===== src/rtl/uart_tx_arbiter_pkg.sv =====
// Shared definitions for the UART transmit arbiter: FSM state encoding and
// the rotation-index helper used by the round-robin picker.
package uart_tx_arbiter_pkg;

  typedef enum logic [1:0] {
    ARB_IDLE  = 2'd0,
    ARB_SEND  = 2'd1,
    ARB_DRAIN = 2'd2
  } arb_state_t;

  // Wraps base+offset back into [0, n) without a modulo operator; offset < n.
  function automatic int unsigned rr_wrap(input int unsigned base,
                                          input int unsigned offset,
                                          input int unsigned n);
    int unsigned sum;
    sum = base + offset;
    return (sum >= n) ? (sum - n) : sum;
  endfunction

endpackage


===== src/rtl/uart_tx_arbiter_rr_pick.sv =====
// Combinational round-robin picker: returns the first asserted request at
// rotation positions ptr, ptr+1, ... (modulo NUM_REQ).
module uart_tx_arbiter_rr_pick
  import uart_tx_arbiter_pkg::*;
#(
  parameter int NUM_REQ = 4
) (
  input  logic [NUM_REQ-1:0]         req,
  input  logic [$clog2(NUM_REQ)-1:0] ptr,
  output logic [$clog2(NUM_REQ)-1:0] winner,
  output logic                       valid
);

  localparam int IDX_W = $clog2(NUM_REQ);

  int unsigned w_idx;

  // Scanning from the far end lets the closest-to-ptr hit overwrite the rest.
  always_comb begin
    winner = '0;
    valid  = 1'b0;
    w_idx  = 0;
    for (int k = NUM_REQ - 1; k >= 0; k--) begin
      w_idx = rr_wrap(int'(ptr), k, NUM_REQ);
      if (req[w_idx]) begin
        winner = IDX_W'(w_idx);
        valid  = 1'b1;
      end
    end
  end

endmodule


===== src/rtl/uart_tx_arbiter.sv =====
// Round-robin arbiter sharing one UART transmitter among NUM_REQ requesters.
// Optional SEND-state watchdog enabled by defining UART_ARB_TIMEOUT_EN.
module uart_tx_arbiter
  import uart_tx_arbiter_pkg::*;
#(
  parameter int NUM_REQ        = 4,
  parameter int WORD_LENGHT    = 8,
  parameter int FREQUENCY      = 50000000,
  parameter int BAUDRATE       = 9600,
  parameter int TIMEOUT_CYCLES = 4 * FREQUENCY / BAUDRATE
) (
  input  logic                           clk,
  input  logic                           rst,
  input  logic [NUM_REQ-1:0]             req,
  input  logic [NUM_REQ*WORD_LENGHT-1:0] data_in,
  output logic [NUM_REQ-1:0]             ack,
  input  logic                           tx_ready,
  output logic [WORD_LENGHT-1:0]         tx_data,
  output logic                           send,
  output logic [$clog2(NUM_REQ)-1:0]     grant_id,
  output logic                           busy,
  output logic                           timeout_err
);

  localparam int IDX_W = $clog2(NUM_REQ);

  if (NUM_REQ < 2) begin : g_bad_num_req
    $error("uart_tx_arbiter: NUM_REQ must be at least 2");
  end
  if (TIMEOUT_CYCLES < 2) begin : g_bad_timeout
    $error("uart_tx_arbiter: TIMEOUT_CYCLES must be at least 2");
  end

  arb_state_t              r_state;
  arb_state_t              w_state_nxt;
  logic [IDX_W-1:0]        r_ptr;
  logic [IDX_W-1:0]        r_grant_id;
  logic [IDX_W-1:0]        w_ptr_nxt;
  logic [WORD_LENGHT-1:0]  r_tx_data;
  logic [NUM_REQ-1:0]      r_ack;
  logic [IDX_W-1:0]        w_pick;
  logic                    w_pick_vld;
  logic                    w_grant;
  logic                    w_accept;
  logic                    w_timeout;

  uart_tx_arbiter_rr_pick #(
    .NUM_REQ (NUM_REQ)
  ) u_rr_pick (
    .req    (req),
    .ptr    (r_ptr),
    .winner (w_pick),
    .valid  (w_pick_vld)
  );

`ifdef UART_ARB_TIMEOUT_EN
  localparam int WDOG_W = $clog2(TIMEOUT_CYCLES + 1);

  logic [WDOG_W-1:0] r_wdog;
  logic              r_timeout_err;
  logic              w_wdog_hit;

  assign w_wdog_hit = (r_wdog == WDOG_W'(TIMEOUT_CYCLES - 1)) && tx_ready;

  // Watchdog: cleared on the grant that enters SEND, saturates at the limit.
  always_ff @(posedge clk or posedge rst) begin
    if (rst) begin
      r_wdog        <= '0;
      r_timeout_err <= 1'b0;
    end else begin
      r_timeout_err <= w_timeout;
      if (w_grant) begin
        r_wdog <= '0;
      end else if ((r_state == ARB_SEND) && (r_wdog != WDOG_W'(TIMEOUT_CYCLES))) begin
        r_wdog <= r_wdog + 1'b1;
      end
    end
  end

  assign timeout_err = r_timeout_err;
`else
  assign timeout_err = 1'b0;
`endif

  always_ff @(posedge clk or posedge rst) begin
    if (rst) begin
      r_state <= ARB_IDLE;
    end else begin
      r_state <= w_state_nxt;
    end
  end

  always_comb begin
    w_state_nxt = r_state;
    w_grant     = 1'b0;
    w_accept    = 1'b0;
    w_timeout   = 1'b0;
    case (r_state)
      ARB_IDLE: begin
        if (tx_ready && w_pick_vld) begin
          w_grant     = 1'b1;
          w_state_nxt = ARB_SEND;
        end
      end
      ARB_SEND: begin
        if (!tx_ready) begin
          w_accept    = 1'b1;
          w_state_nxt = ARB_DRAIN;
        end
`ifdef UART_ARB_TIMEOUT_EN
        else if (w_wdog_hit) begin
          w_timeout   = 1'b1;
          w_state_nxt = ARB_IDLE;
        end
`endif
      end
      ARB_DRAIN: begin
        if (tx_ready) begin
          w_state_nxt = ARB_IDLE;
        end
      end
      default: w_state_nxt = ARB_IDLE;
    endcase
  end

  assign w_ptr_nxt = (r_grant_id == IDX_W'(NUM_REQ - 1)) ? '0 : (r_grant_id + 1'b1);

  // Grant latch, rotation pointer and the registered ack pulse.
  always_ff @(posedge clk or posedge rst) begin
    if (rst) begin
      r_ptr      <= '0;
      r_grant_id <= '0;
      r_tx_data  <= '0;
      r_ack      <= '0;
    end else begin
      r_ack <= w_accept ? (NUM_REQ'(1) << r_grant_id) : '0;
      if (w_grant) begin
        r_grant_id <= w_pick;
        r_tx_data  <= data_in[w_pick*WORD_LENGHT +: WORD_LENGHT];
      end
      if (w_accept || w_timeout) begin
        r_ptr <= w_ptr_nxt;
      end
    end
  end

  assign send     = (r_state == ARB_SEND);
  assign busy     = (r_state != ARB_IDLE);
  assign ack      = r_ack;
  assign tx_data  = r_tx_data;
  assign grant_id = r_grant_id;

endmodule


===== config.mk =====
export PLATFORM = sky130hd
export DESIGN_NAME = uart_tx_arbiter
export DESIGN_NICKNAME = d
export VERILOG_FILES = /design/src/rtl/uart_tx_arbiter_pkg.sv /design/src/rtl/uart_tx_arbiter_rr_pick.sv /design/src/rtl/uart_tx_arbiter.sv
export SDC_FILE = /design/constraint.sdc
export NUM_CORES = 1
export LEC_CHECK = 0
export ABC_AREA = 1
export ABC_CLOCK_PERIOD_IN_PS = 1800
export BUFFER_PORTS_ARGS = -buffer_cell sky130_fd_sc_hd__buf_4
export CORE_UTILIZATION = 43
export DETAILED_ROUTE_END_ITERATION = 10
export PLACE_DENSITY = 0.83
export SYNTH_ARGS = -nofsm -noshare
export SYNTH_HDL_FRONTEND = slang
export SYNTH_SLANG_ARGS = --single-unit
export TNS_END_PERCENT = 10

===== constraint.sdc =====
create_clock -name clk -period 1.8 [get_ports clk]
set_clock_uncertainty 0.15 [all_clocks]
set_input_delay 0.27 -clock clk [delete_from_list [all_inputs] [get_ports clk]]
set_output_delay 0.27 -clock clk [all_outputs]
set_load 0.05 [all_outputs]

Yosys cells after proc, flatten, opt, wreduce, memory -nomap -nowiden
Cells that the tools add are included.
- flip-flop bits (word level): 18
- latch bits: 0
- RAM bits: 0
- bits in read-only memories: 0
- input bits: 39
- word-level logic and storage cells: 63
- memories kept: 0
- add/sub/neg operators: 8
- $mul: 0
- divide/modulo/power cells: 0
- order comparisons: 8
- eq/ne operators: 6
- shift operators: 2
- multiplexer cells: 30
- bitwise gates (word level): 0
- reductions and logical operators: 4
- operators by type and width (cell ; number):
    < comparator 32 x 3 -> 1 bit, second input constant ; 4
    2-to-1 mux 32 bit ; 4
    greater-or-equal comparator 32 x 3 -> 1 bit, second input constant ; 3
    subtractor 32 x 3 -> 32 bit, second input constant ; 3
    indexed part select 32 x 6 -> 8 bit ; 1
    2-to-1 mux 2 bit ; 8
    2-to-1 mux 1 bit ; 12
    binary-select mux 1 bit (select 2 bit) ; 4
    adder 2 x 2 -> 3 bit, second input constant ; 2
    inequality test 2 bit, second input constant ; 3
    one-hot mux 2 bit (3 select lines) ; 1
    == test 2 bit, second input constant ; 2
    2-to-1 mux 4 bit ; 1
    << shifter 1 x 2 -> 4 bit, first input constant ; 1
    subtractor 2 x 3 -> 4 bit, second input constant ; 1
    adder 2 x 1 -> 3 bit, second input constant ; 1
    greater-or-equal comparator 2 x 3 -> 1 bit, second input constant ; 1
    AND reduction 3 bit ; 1
    adder 2 x 1 -> 2 bit, second input constant ; 1
    == test 2 x 1 -> 1 bit, second input constant ; 1
    logical NOT 2 bit ; 1
    nonzero test 2 bit ; 1
    logical AND 1 bit ; 1

Logic depth before layout (Yosys ltp)
- word-level depth: 12
- gate-level depth with buffers: 16

Modules after synthesis
Synthesis repeated with hierarchy kept, for this count alone.
- cells, all modules: 202
- area, all modules: 1323.8 um^2
- modules (own cells, without submodules) (module ; instances ; cells each ; area an instance (um^2) ; seq. area each (um^2)):
    uart_tx_arbiter ; 1 ; 158 ; 1108.6 ; 450.4
    uart_tx_arbiter_rr_pick ; 1 ; 44 ; 215.2 ; 0.0

Least setup slack after synthesis
Ideal clock, no wire load.
- path kind: register to register
- start point: register r_ptr[0]
- end point: register r_tx_data[1] (netlist: tx_data[1])
- arrival time: 1587 ps
- required time: 1532 ps
- path slack: -55 ps
- cell stages (with the launch flop): 16
- path buffers: 1
- cell sequence: dfrtp_1 inv_2 nand2_1 nand2_2 nand2_2 nand2_2 nor2_1 nor2_1 nand2_4 nand2_4 buf_8 nand2_2 nand3_1 nand2_1 nand2_1 nand2_1
- cells in the longest elaborated chain, start to end: 12
- elaborated cells between the ends (all ways): 35
- those cells by class: 7 x add/sub; 4 x order compare; 1 x shift; 22 x mux; 1 x reduce/logical
- ends and longest elaborated chain (element ; RTL line ; text):
    start, declared ; uart_tx_arbiter.sv:36 ; logic [IDX_W-1:0] r_ptr;
    start signal, assigned ; uart_tx_arbiter.sv:142 ; r_ptr <= w_ptr_nxt;
    parallel branches: the longest is 12 deep, another holds subtractor 32 x 3 -> 32 bit ; - ;
    end signal, assigned ; uart_tx_arbiter.sv:139 ; r_tx_data <= data_in[w_pick*WORD_LENGHT +: WORD_LENGHT];
    end, declared ; uart_tx_arbiter.sv:39 ; logic [WORD_LENGHT-1:0] r_tx_data;
Several ways; the timed one is not identified. The select of a mux whose other input is x is not followed.
A chain may end at the register's enable or synchronous reset.

Worst setup path in the final report
- start point: register r_ptr[0]
- end point: register r_tx_data[5] (netlist: tx_data[5])
Same word-level chain as after synthesis.

==> reports/metrics.yaml <==
route.detailed.wl_per_inst_um: 12.0
max_freq_ghz: 0.512
hold_violations: 0
min_path_type: "in -> reg"
postSynthCellCount: 201
die_area_um2: 3310
cts_sinks: 18
grt_remaining_overflow: 0
period_share_pct: 109
die-width_um: 57.5
nets: 318
endpoint_kind: "flip-flop"
avgViaCountPerCell: 4.83
cts_tree: "done"
grt_max_degree: 19
worst_slack_ns: -0.153
drt-total-wl_um: 3670
detail-route-antenna-nets: 0
leakage_nw: 1.19
path_class: "reg -> reg"
io_pins: 56
cp.arrival_ns: 2.00
grt_use_total_pct: 21.5
diodes: 0
ff_latch_area_um2: 452
post-route-drc-count: 4
rsz0062_at_grt: "true"
start_kind: "flip-flop"
crit_required_ns: 1.85
yosysMostFrequentCell: "nand2_1"
synthTopCellsByCount: "nand2_1, inv_1, nand3_1"
setup_tns_ns: -1.15
critPathBufInv: 2
numCtsBuffers: 3
grt_first_pass_wirelength_um: 5490
ys_warn_count: 0
ys_seq_area_share_pct: 34.0
antenna_found_initial: 0
rows: 19
crit_chain: "inv_4 -> nand2_1 -> nand3_2 -> nand2_2 -> inv_1 -> nor2_2 -> nor2_2 -> nand2_4 -> nand2_4 -> nand2_1 -> o211ai_1 -> nand3_1"
synth_area_leaders: "dfrtp_1, nand2_1, inv_1"
dr.pass1.iters: 8
async_flop_share_pct: 100
place_hpwl_um: 2400
synth_area_per_cell_um2: 6.59
grt_pass1_vias: 1327
clkTransAtPathRegs_ns: 0.12
coreArea_um2: 2830
clk_latency_ns: 0.32
htreeDepth: 1
synth_edf_count: 0
setup_violations: 10
cpMaxStageDelayCell: "dfrtp_2"
post-synth-top-area-cell: "dfrtp_1"
max-vdd-ir-drop_mv: 1.17
areaGrowthSynthToFinish_pct: 53.3
syn-num-nets: 244
outcome: "finished, violations left"
synthFlopType: "dfrtp_1"
fillCellCount: 243
crit_family: "simple AND/OR/NAND/NOR gates"
post-route-min-period_ns: 1.95
gp_congestion: 0.815
cts_buffer_depth: 2
first_iter_violations: 76
failed_checks: "DRC, setup timing"
multi_input_area_um2: 783
slew_viol_final: 0
pwr_density_cell_nw_per_um2: 2140
clockRootBuffer: "clkbuf_4"
cp_slowest_stage_delay_ns: 0.47
total_power_mw: 4.35
synth.top_cell.area_share_pct: 34.0
ys_seq_elements: 18
synth_area_um2: 1330
drive_gt1_share_pct: 40.9
start_util_pct: 46.8
io_buffers: 54
die_height_um: 57.5
vias: 1472
drv_cap: 0
cp_max_fo: 13
yosysUniqueCellTypes: 21
==> layout make-up <==
cell class	count	share of cell area (%)
Inverter	45	8.44
Clock buffer	4	1.79
Multi-Input combinational cell	136	38.6
Timing Repair Buffer	71	27.0
Sequential cell	18	22.2
Tap cell	31	1.91
==> sequential cells by signal (all words and copies together), names as in the netlist <==
signal	count
r_state	2
tx_data	8
grant_id	2
r_ptr	2
ack	4
==> cells by family after synthesis <==
group,share of synthesized area [%]
simple gates,40.9
buf+inv,15.7
flops,34.0
compound gates,5.38
fa+ha+maj,3.78
other cells,0.283
==> through the flow <==
stage	setup slack, ns	utilization, %	area, µm²	hold WS [ns]	instances
5_1_grt	-0.267	71.8	2030	0.0630	305
3_5_place_dp	-0.175	64.6	1830	0.161	295
3_3_place_gp	-0.115	64.6	1830	0.151	295
6_report	-0.153	71.8	2030	0.0594	305
2_1_floorplan	-0.0547	-	1330	0.0586	201
4_1_cts	-0.0930	68.3	1930	0.0630	303
==> final timing paths <==
kind                             startpoint          to  slack, ns  cells after the start
max in group asynchronous               rst    r_ptr[0]       0.93                      4
worst max register to register     r_ptr[0]  tx_data[5]      -0.15                     12
worst min register to register   tx_data[3]  tx_data[3]       0.36                      2
min in group asynchronous               rst    r_ptr[1]       0.36                      4
worst min-delay path            data_in[30]  tx_data[6]       0.06                      3
worst max-delay path               r_ptr[0]  tx_data[5]      -0.15                     12
==> where the power goes <==
group / leakage (nW) / switching [mW] / internal, mW
clock: 0.0210 / 0.143 / 0.124
combinational: 0.941 / 2.18 / 1.20
sequential: 0.226 / 0.127 / 0.576
==> routing by layer <==
layer	global-route usage, %	wire [µm]
met4	9.41	56
met2	38.4	1920
met3	3.17	198
met5	0	0
met1	25.4	1490
==> tightest hold or removal path: cells and delay by family <==
family          cells  cell delay [ns]
compound gates      1             0.09
buf+inv             1             0.08
simple gates        1             0.07
==> repair_timing <==
item | CTS | global route
setup endpoints to repair | 10 | 11
setup buffers | 1 | 1
endpoints found under the hold margin | 19 | 0
cloned | 1 | 1
hold buffers | 2 | 0
gates resized for setup | 7 | 23
pin swaps | 1 | 7
==> cell usage in the layout, fill, tap and decap left out <==
| cell | n |
|---|---|
| nand2_1 | 50 |
| nand3_4 | 1 |
| dfrtp_2 | 1 |
| inv_1 | 41 |
| nand2_4 | 5 |
| o21ai_0 | 3 |
| inv_4 | 1 |
| a21oi_1 | 2 |
| inv_2 | 3 |
| nor2_2 | 2 |
| o21ai_2 | 1 |
| buf_6 | 3 |
| nor2_4 | 2 |
| clkbuf_8 | 1 |
| or2_1 | 5 |
| dlygate4sd3_1 | 2 |
| ha_1 | 4 |
| nand2_8 | 1 |
| dfrtp_1 | 17 |
| buf_4 | 66 |
| clkbuf_4 | 3 |
| nor2_1 | 8 |
| nand2_2 | 16 |
| nand3_1 | 24 |
| conb_1 | 1 |
| nand3_2 | 6 |
| o211ai_1 | 5 |
(Power assumes the default switching activity.)
